### src/rtl/mem_copy_engine_pkg.sv
// Shared types and defaults for the byte-copy engine.
package mem_copy_engine_pkg;

    localparam int MCE_WIDTH      = 8;
    localparam int MCE_ADDR_WIDTH = 8;

    // 3-bit state encodings for the copy FSM.
    typedef enum logic [2:0] {
        S_IDLE   = 3'd0,
        S_RD     = 3'd1,
        S_RD_GAP = 3'd2,
        S_WR     = 3'd3,
        S_WR_GAP = 3'd4,
        S_DONE   = 3'd5
    } mce_state_e;

endpackage

### src/rtl/mem_copy_engine_if.sv
// Valid/ready RAM port driven by the copy engine; ready is registered in the RAM.
interface mem_copy_engine_if #(
    parameter int WIDTH      = 8,
    parameter int ADDR_WIDTH = 8
);
    logic                  m_valid;
    logic                  m_wr_rd;
    logic [ADDR_WIDTH-1:0] m_addr;
    logic [WIDTH-1:0]      m_wdata;
    logic [WIDTH-1:0]      m_rdata;
    logic                  m_ready;

    modport master (
        output m_valid, m_wr_rd, m_addr, m_wdata,
        input  m_rdata, m_ready
    );

    modport slave (
        input  m_valid, m_wr_rd, m_addr, m_wdata,
        output m_rdata, m_ready
    );
endinterface

### src/rtl/mem_copy_engine.sv
// Byte-at-a-time copy engine: reads SRC, writes DST, ascending, with a running checksum.
// Every transaction is followed by a gap cycle with valid low so a stale registered
// ready from the RAM is never mistaken for a fresh acknowledge.
module mem_copy_engine
    import mem_copy_engine_pkg::*;
#(
    parameter int WIDTH      = MCE_WIDTH,
    parameter int ADDR_WIDTH = MCE_ADDR_WIDTH
) (
    input  logic                  clk,
    input  logic                  rst,
    input  logic                  start_i,
    input  logic                  abort_i,
    input  logic [ADDR_WIDTH-1:0] src_addr_i,
    input  logic [ADDR_WIDTH-1:0] dst_addr_i,
    input  logic [ADDR_WIDTH:0]   len_i,
    output logic                  busy_o,
    output logic                  done_o,
    output logic                  aborted_o,
    output logic [WIDTH-1:0]      checksum_o,
    mem_copy_engine_if.master     bus
);

    mce_state_e            state_q;
    logic [ADDR_WIDTH-1:0] src_q;
    logic [ADDR_WIDTH-1:0] dst_q;
    logic [ADDR_WIDTH:0]   rem_q;
    logic [WIDTH-1:0]      data_q;
    logic [WIDTH-1:0]      checksum_q;
    logic                  busy_q;
    logic                  done_q;
    logic                  aborted_q;
    logic                  valid_q;
    logic                  wr_rd_q;
    logic [ADDR_WIDTH-1:0] addr_q;

    // Copy FSM with all outputs registered; address/direction only change when valid drops or rises.
    always_ff @(posedge clk or posedge rst) begin
        if (rst) begin
            state_q    <= S_IDLE;
            src_q      <= '0;
            dst_q      <= '0;
            rem_q      <= '0;
            data_q     <= '0;
            checksum_q <= '0;
            busy_q     <= 1'b0;
            done_q     <= 1'b0;
            aborted_q  <= 1'b0;
            valid_q    <= 1'b0;
            wr_rd_q    <= 1'b0;
            addr_q     <= '0;
        end else begin
            done_q <= 1'b0;
            case (state_q)
                S_IDLE: begin
                    if (start_i) begin
                        src_q      <= src_addr_i;
                        dst_q      <= dst_addr_i;
                        rem_q      <= len_i;
                        checksum_q <= '0;
                        aborted_q  <= 1'b0;
                        busy_q     <= 1'b1;
                        if (len_i == '0) begin
                            state_q <= S_DONE;
                            done_q  <= 1'b1;
                        end else begin
                            state_q <= S_RD;
                            valid_q <= 1'b1;
                            wr_rd_q <= 1'b0;
                            addr_q  <= src_addr_i;
                        end
                    end
                end
                S_RD: begin
                    if (bus.m_ready) begin
                        data_q  <= bus.m_rdata;
                        valid_q <= 1'b0;
                        state_q <= S_RD_GAP;
                    end
                end
                S_RD_GAP: begin
                    // Abort here drops the byte just read: it is neither written nor summed.
                    if (abort_i) begin
                        state_q   <= S_DONE;
                        done_q    <= 1'b1;
                        aborted_q <= 1'b1;
                    end else begin
                        state_q <= S_WR;
                        valid_q <= 1'b1;
                        wr_rd_q <= 1'b1;
                        addr_q  <= dst_q;
                    end
                end
                S_WR: begin
                    if (bus.m_ready) begin
                        checksum_q <= checksum_q + data_q;
                        src_q      <= src_q + ADDR_WIDTH'(1);
                        dst_q      <= dst_q + ADDR_WIDTH'(1);
                        rem_q      <= rem_q - (ADDR_WIDTH+1)'(1);
                        valid_q    <= 1'b0;
                        state_q    <= S_WR_GAP;
                    end
                end
                S_WR_GAP: begin
                    if ((rem_q == '0) || abort_i) begin
                        state_q   <= S_DONE;
                        done_q    <= 1'b1;
                        aborted_q <= abort_i;
                    end else begin
                        state_q <= S_RD;
                        valid_q <= 1'b1;
                        wr_rd_q <= 1'b0;
                        addr_q  <= src_q;
                    end
                end
                S_DONE: begin
                    busy_q  <= 1'b0;
                    state_q <= S_IDLE;
                end
                default: begin
                    state_q <= S_IDLE;
                    busy_q  <= 1'b0;
                    valid_q <= 1'b0;
                end
            endcase
        end
    end

    assign busy_o      = busy_q;
    assign done_o      = done_q;
    assign aborted_o   = aborted_q;
    assign checksum_o  = checksum_q;
    assign bus.m_valid = valid_q;
    assign bus.m_wr_rd = wr_rd_q;
    assign bus.m_addr  = addr_q;
    assign bus.m_wdata = data_q;

endmodule
### src/flat_wrapper.sv
// flat-port wrapper written by rule: the top's interface ports become plain ports
module mem_copy_engine_flat import mem_copy_engine_pkg::*;
#(
    parameter int WIDTH      = MCE_WIDTH,
    parameter int ADDR_WIDTH = MCE_ADDR_WIDTH
)
  (clk, rst, start_i, abort_i, src_addr_i, dst_addr_i, len_i, busy_o, done_o, aborted_o, checksum_o, bus_m_valid, bus_m_wr_rd, bus_m_addr, bus_m_wdata, bus_m_rdata, bus_m_ready);
  mem_copy_engine_if #(.WIDTH(WIDTH), .ADDR_WIDTH(ADDR_WIDTH)) bus_i ();
  input  logic clk;
  input  logic rst;
  input  logic start_i;
  input  logic abort_i;
  input  logic [ADDR_WIDTH-1:0] src_addr_i;
  input  logic [ADDR_WIDTH-1:0] dst_addr_i;
  input  logic [ADDR_WIDTH:0] len_i;
  output logic busy_o;
  output logic done_o;
  output logic aborted_o;
  output logic [WIDTH-1:0] checksum_o;
  output wire logic [$bits(bus_i.m_valid)-1:0] bus_m_valid;
  output wire logic [$bits(bus_i.m_wr_rd)-1:0] bus_m_wr_rd;
  output wire logic [$bits(bus_i.m_addr)-1:0] bus_m_addr;
  output wire logic [$bits(bus_i.m_wdata)-1:0] bus_m_wdata;
  input wire logic [$bits(bus_i.m_rdata)-1:0] bus_m_rdata;
  input wire logic [$bits(bus_i.m_ready)-1:0] bus_m_ready;
  assign bus_m_valid = bus_i.m_valid;
  assign bus_m_wr_rd = bus_i.m_wr_rd;
  assign bus_m_addr = bus_i.m_addr;
  assign bus_m_wdata = bus_i.m_wdata;
  assign bus_i.m_rdata = bus_m_rdata;
  assign bus_i.m_ready = bus_m_ready;
  mem_copy_engine #(.WIDTH(WIDTH), .ADDR_WIDTH(ADDR_WIDTH)) u_core (.clk(clk), .rst(rst), .start_i(start_i), .abort_i(abort_i), .src_addr_i(src_addr_i), .dst_addr_i(dst_addr_i), .len_i(len_i), .busy_o(busy_o), .done_o(done_o), .aborted_o(aborted_o), .checksum_o(checksum_o), .bus(bus_i));
endmodule
### config.mk
export PLATFORM = sky130hd
export DESIGN_NAME = mem_copy_engine_flat
export DESIGN_NICKNAME = d
export VERILOG_FILES = /design/src/rtl/mem_copy_engine_pkg.sv /design/src/rtl/mem_copy_engine_if.sv /design/src/rtl/mem_copy_engine.sv /design/src/flat_wrapper.sv
export SDC_FILE = /design/constraint.sdc
export NUM_CORES = 1
export LEC_CHECK = 0
export CAP_MARGIN = 20
export CORE_UTILIZATION = 30
export CTS_CLUSTER_SIZE = 16
export DETAILED_ROUTE_END_ITERATION = 8
export GPL_TIMING_DRIVEN = 0
export PLACE_DENSITY_LB_ADDON = 0.25
export SKIP_LAST_GASP = 1
export SLEW_MARGIN = 15
export SYNTH_ARGS = -nofsm -noshare
export SYNTH_HDL_FRONTEND = slang
export SYNTH_SLANG_ARGS = --single-unit
### constraint.sdc
create_clock -name clk -period 3.02 [get_ports clk]
set_input_delay 0.302 -clock clk [delete_from_list [all_inputs] [get_ports clk]]
set_output_delay 0.302 -clock clk [all_outputs]
set_load 0.05 [all_outputs]
==> metrics <==
outcome finished clean; top post-synthesis cells by area dfrtp_1 42%, a21oi_1 6.0%, mux2_2 5.3%, o21ai_0 4.7%, o22ai_1 4.0%; Yosys warnings 0; Die Ht 108.7 um; Synth async-reset ratio 100.0%; pwr dens 1268 mW/mm2; Top FF cell, synth dfrtp_1; crit path time final 2.588 ns; class of the worst hold path input port to async pin; sequential element share of the synthesized area 41.73%; worst r2r dst u_core.bus.m_addr[7]; register bit total from synthesis 57; Tot GR Track Use 17.88%; Syn Area/Cell 8.995 um2; Yosys top cell area share 41.73%; Hold Buf Count CTS 0; Leakage 1.804 nW; Post-Syn Area 0.003418 mm2; CTS tree done; crit start category flop; H-Tree Depth 3; crit end category flop; Final Power 5.765 mW; placed wire-length estimate 7.218 mm; drt pass-1 iters 6; post_cts resized 0; DR WL/cell 16.77 um; vias in the first global route 3051; worst flop-to-flop path startpoint u_core.rem_q[0]; cts bufs inserted 9; # rows 38; Arr. time, crit path 2.80 ns; via count 3299; unique cell type count in the Yosys netlist 51; Cells after DPL 586; Die X-Extent 108.7 um; number of synthesized flops with an enable pin 0; setup_tns 0 ns; internal power 3.030 mW; core box area 0.01098 mm2; Core Util, Final 41.40%; Detail Route Antenna Nets 0; total wire length 10.09 mm; Sequential Power Share 26.2%; largest net degree at the start of global routing 58; fin crit share 85.69%; crit path kind flop to flop; CP max FO 10; clk_lat worst skew 0.33 ns; Slew @ Worst Pin 0.7530 ns; Gate power share 56.4%; most common cell after layout, fill and taps aside clkdlybuf4s50_1; post-route DRC violation count 0; cell taking the most area after synthesis dfrtp_1; relative slew slack 49.80%; switch share 47.44%; maximum clock rate 0.3864 GHz; starting density of the core 31.12%; WP data required 3.23 ns; initial antenna violation count 0; Reg clk slew, reported paths 0.05 ns; Layout Area Growth over Synthesis 33.02%; Worst VDD drop 0.5464 mV; Synth Instances 380; Sw Pwr 2.735 mW; Congestion Overflow GR 0; max-cap viol count 0; fillers 1087; RSZ-0062 raised after global routing false; Root Buffer clkbuf_16; Vias per Instance 5.480; Layout Nets 506; clock buffer depth 2; antenna cell count 0; Clk pwr share 17.4%; setup bufs post-CTS 0; Layout Skew 0.005292 ns; most frequent cells in the layout 66 x clkdlybuf4s50_1, 57 x dfrtp_1, 41 x a21oi_1; first-pass GRT wire length 15.98 mm; initial drt markers 229; Final GP Congestion 0.8763; FF-to-FF setup slack 0.43 ns; port buffer count 66; endpoints failing setup 0; CTS sink count 57; Finished Layout Cells 602; max-slew violations 0; Ports 67; Syn Nets 429; Die Area 0.01183 mm2; share of cells above drive strength 1 8.225%; Register-to-Register Path Depth 7; Final Hold Fails 0
[per-stage QoR]
| stage | area (um2) | hold slack (ns) | worst slack (ns) |
|---|---|---|---|
| after floorplan | 3418 | 0.4278 | 0.6539 |
| after global placement | 4254 | 0.4865 | 0.1251 |
| after detailed placement | 4257 | 0.4930 | 0.3206 |
| after CTS | 4547 | 0.4962 | 0.4432 |
| after global routing | 4547 | 0.5216 | 0.3038 |
| final | 4547 | 0.4559 | 0.4322 |
[power groups by stage]
stage / sequential, mW / combinational, mW / clock, mW
after detailed placement: 1.51 / 3.23 / 0
final: 1.51 / 3.25 / 1.00
after global routing: 1.56 / 3.55 / 1.05
after CTS: 1.50 / 3.25 / 1.02
after floorplan: 2.02 / 1.75 / 0
after global placement: 1.50 / 3.19 / 0
[layout make-up]
class	count	area, um2	area share, %
tap	140	175.2	3.853
clock inverter	3	40.04	0.8806
clock buffer	13	250.2	5.504
buffer	23	93.84	2.064
inverter	13	51.30	1.128
timing repair buffer	66	660.6	14.53
multi-input combinational	287	1849	40.67
sequential	57	1426	31.37
[per-layer routing]
layer | routed length, um | GRT usage, % | vias up
met3 | 613 | 3.228 | 21
met2 | 4350 | 25.99 | 128
met4 | 226 | 8.301 | 0
met5 | 0 | 0 | -
met1 | 4901 | 25.52 | 1570
li1 | - | - | 1580
[cell families (layout without fill, tap and decap cells)]
| logic type | after synthesis | after routing | synth area share (%) |
|---|---|---|---|
| AOI/OAI and AO/OA | 140 | 140 | 26.28 |
| xor gates and xnor gates | 4 | 4 | 1.025 |
| adders and majority gates | 11 | 11 | 4.246 |
| buffers and inverters | 36 | 118 | 4.173 |
| DFF | 57 | 57 | 41.73 |
| muxes | 20 | 20 | 6.442 |
| and+or+nand+nor | 112 | 112 | 16.11 |
[synth_stat cells, types with 4 or more instances]
| cell type | n |
|---|---|
| dfrtp_1 | 57 |
| a21oi_1 | 41 |
| nor2_1 | 35 |
| o21ai_0 | 32 |
| nand2_1 | 26 |
| o22ai_1 | 22 |
| clkbuf_1 | 19 |
| mux2_2 | 16 |
| nand3_1 | 15 |
| inv_1 | 13 |
| ha_1 | 10 |
| nor3_1 | 9 |
| o22a_1 | 9 |
| a211oi_1 | 7 |
| a31oi_1 | 4 |
| mux2i_1 | 4 |
| nand4_1 | 4 |
| nor3b_1 | 4 |
| o21bai_1 | 4 |
[critical path: stages, from the launching register on]
cell       delay, ns
dfrtp_1         0.40
inv_1           0.09
ha_1            0.21
or4b_4          0.53
or4_4           0.46
o311ai_4        0.34
a2111oi_4       0.13
mux2_2          0.31
[registers in the layout, indices dropped and copies added (netlist names)]
register / cells
u_core.checksum_o: 8
u_core.dst_q: 8
u_core.state_q: 3
u_core.bus.m_wdata: 8
u_core.bus.m_addr: 8
u_core.bus.m_valid: 1
u_core.done_o: 1
u_core.aborted_o: 1
u_core.bus.m_wr_rd: 1
u_core.busy_o: 1
u_core.rem_q: 9
u_core.src_q: 8
[worst max path at each step]
| stage | to | depth (start not counted) | from |
|---|---|---|---|
| floorplan | u_core.bus.m_addr[0] | 7 | u_core.rem_q[0] |
| global placement | u_core.bus.m_addr[2] | 2 | rst |
| detailed placement | u_core.rem_q[1] | 7 | start_i |
| CTS | u_core.bus.m_addr[7] | 7 | u_core.rem_q[0] |
| global route | u_core.src_q[5] | 7 | u_core.state_q[1] |
| finish | u_core.bus.m_addr[7] | 7 | u_core.rem_q[0] |
(Power assumes the default switching activity.)
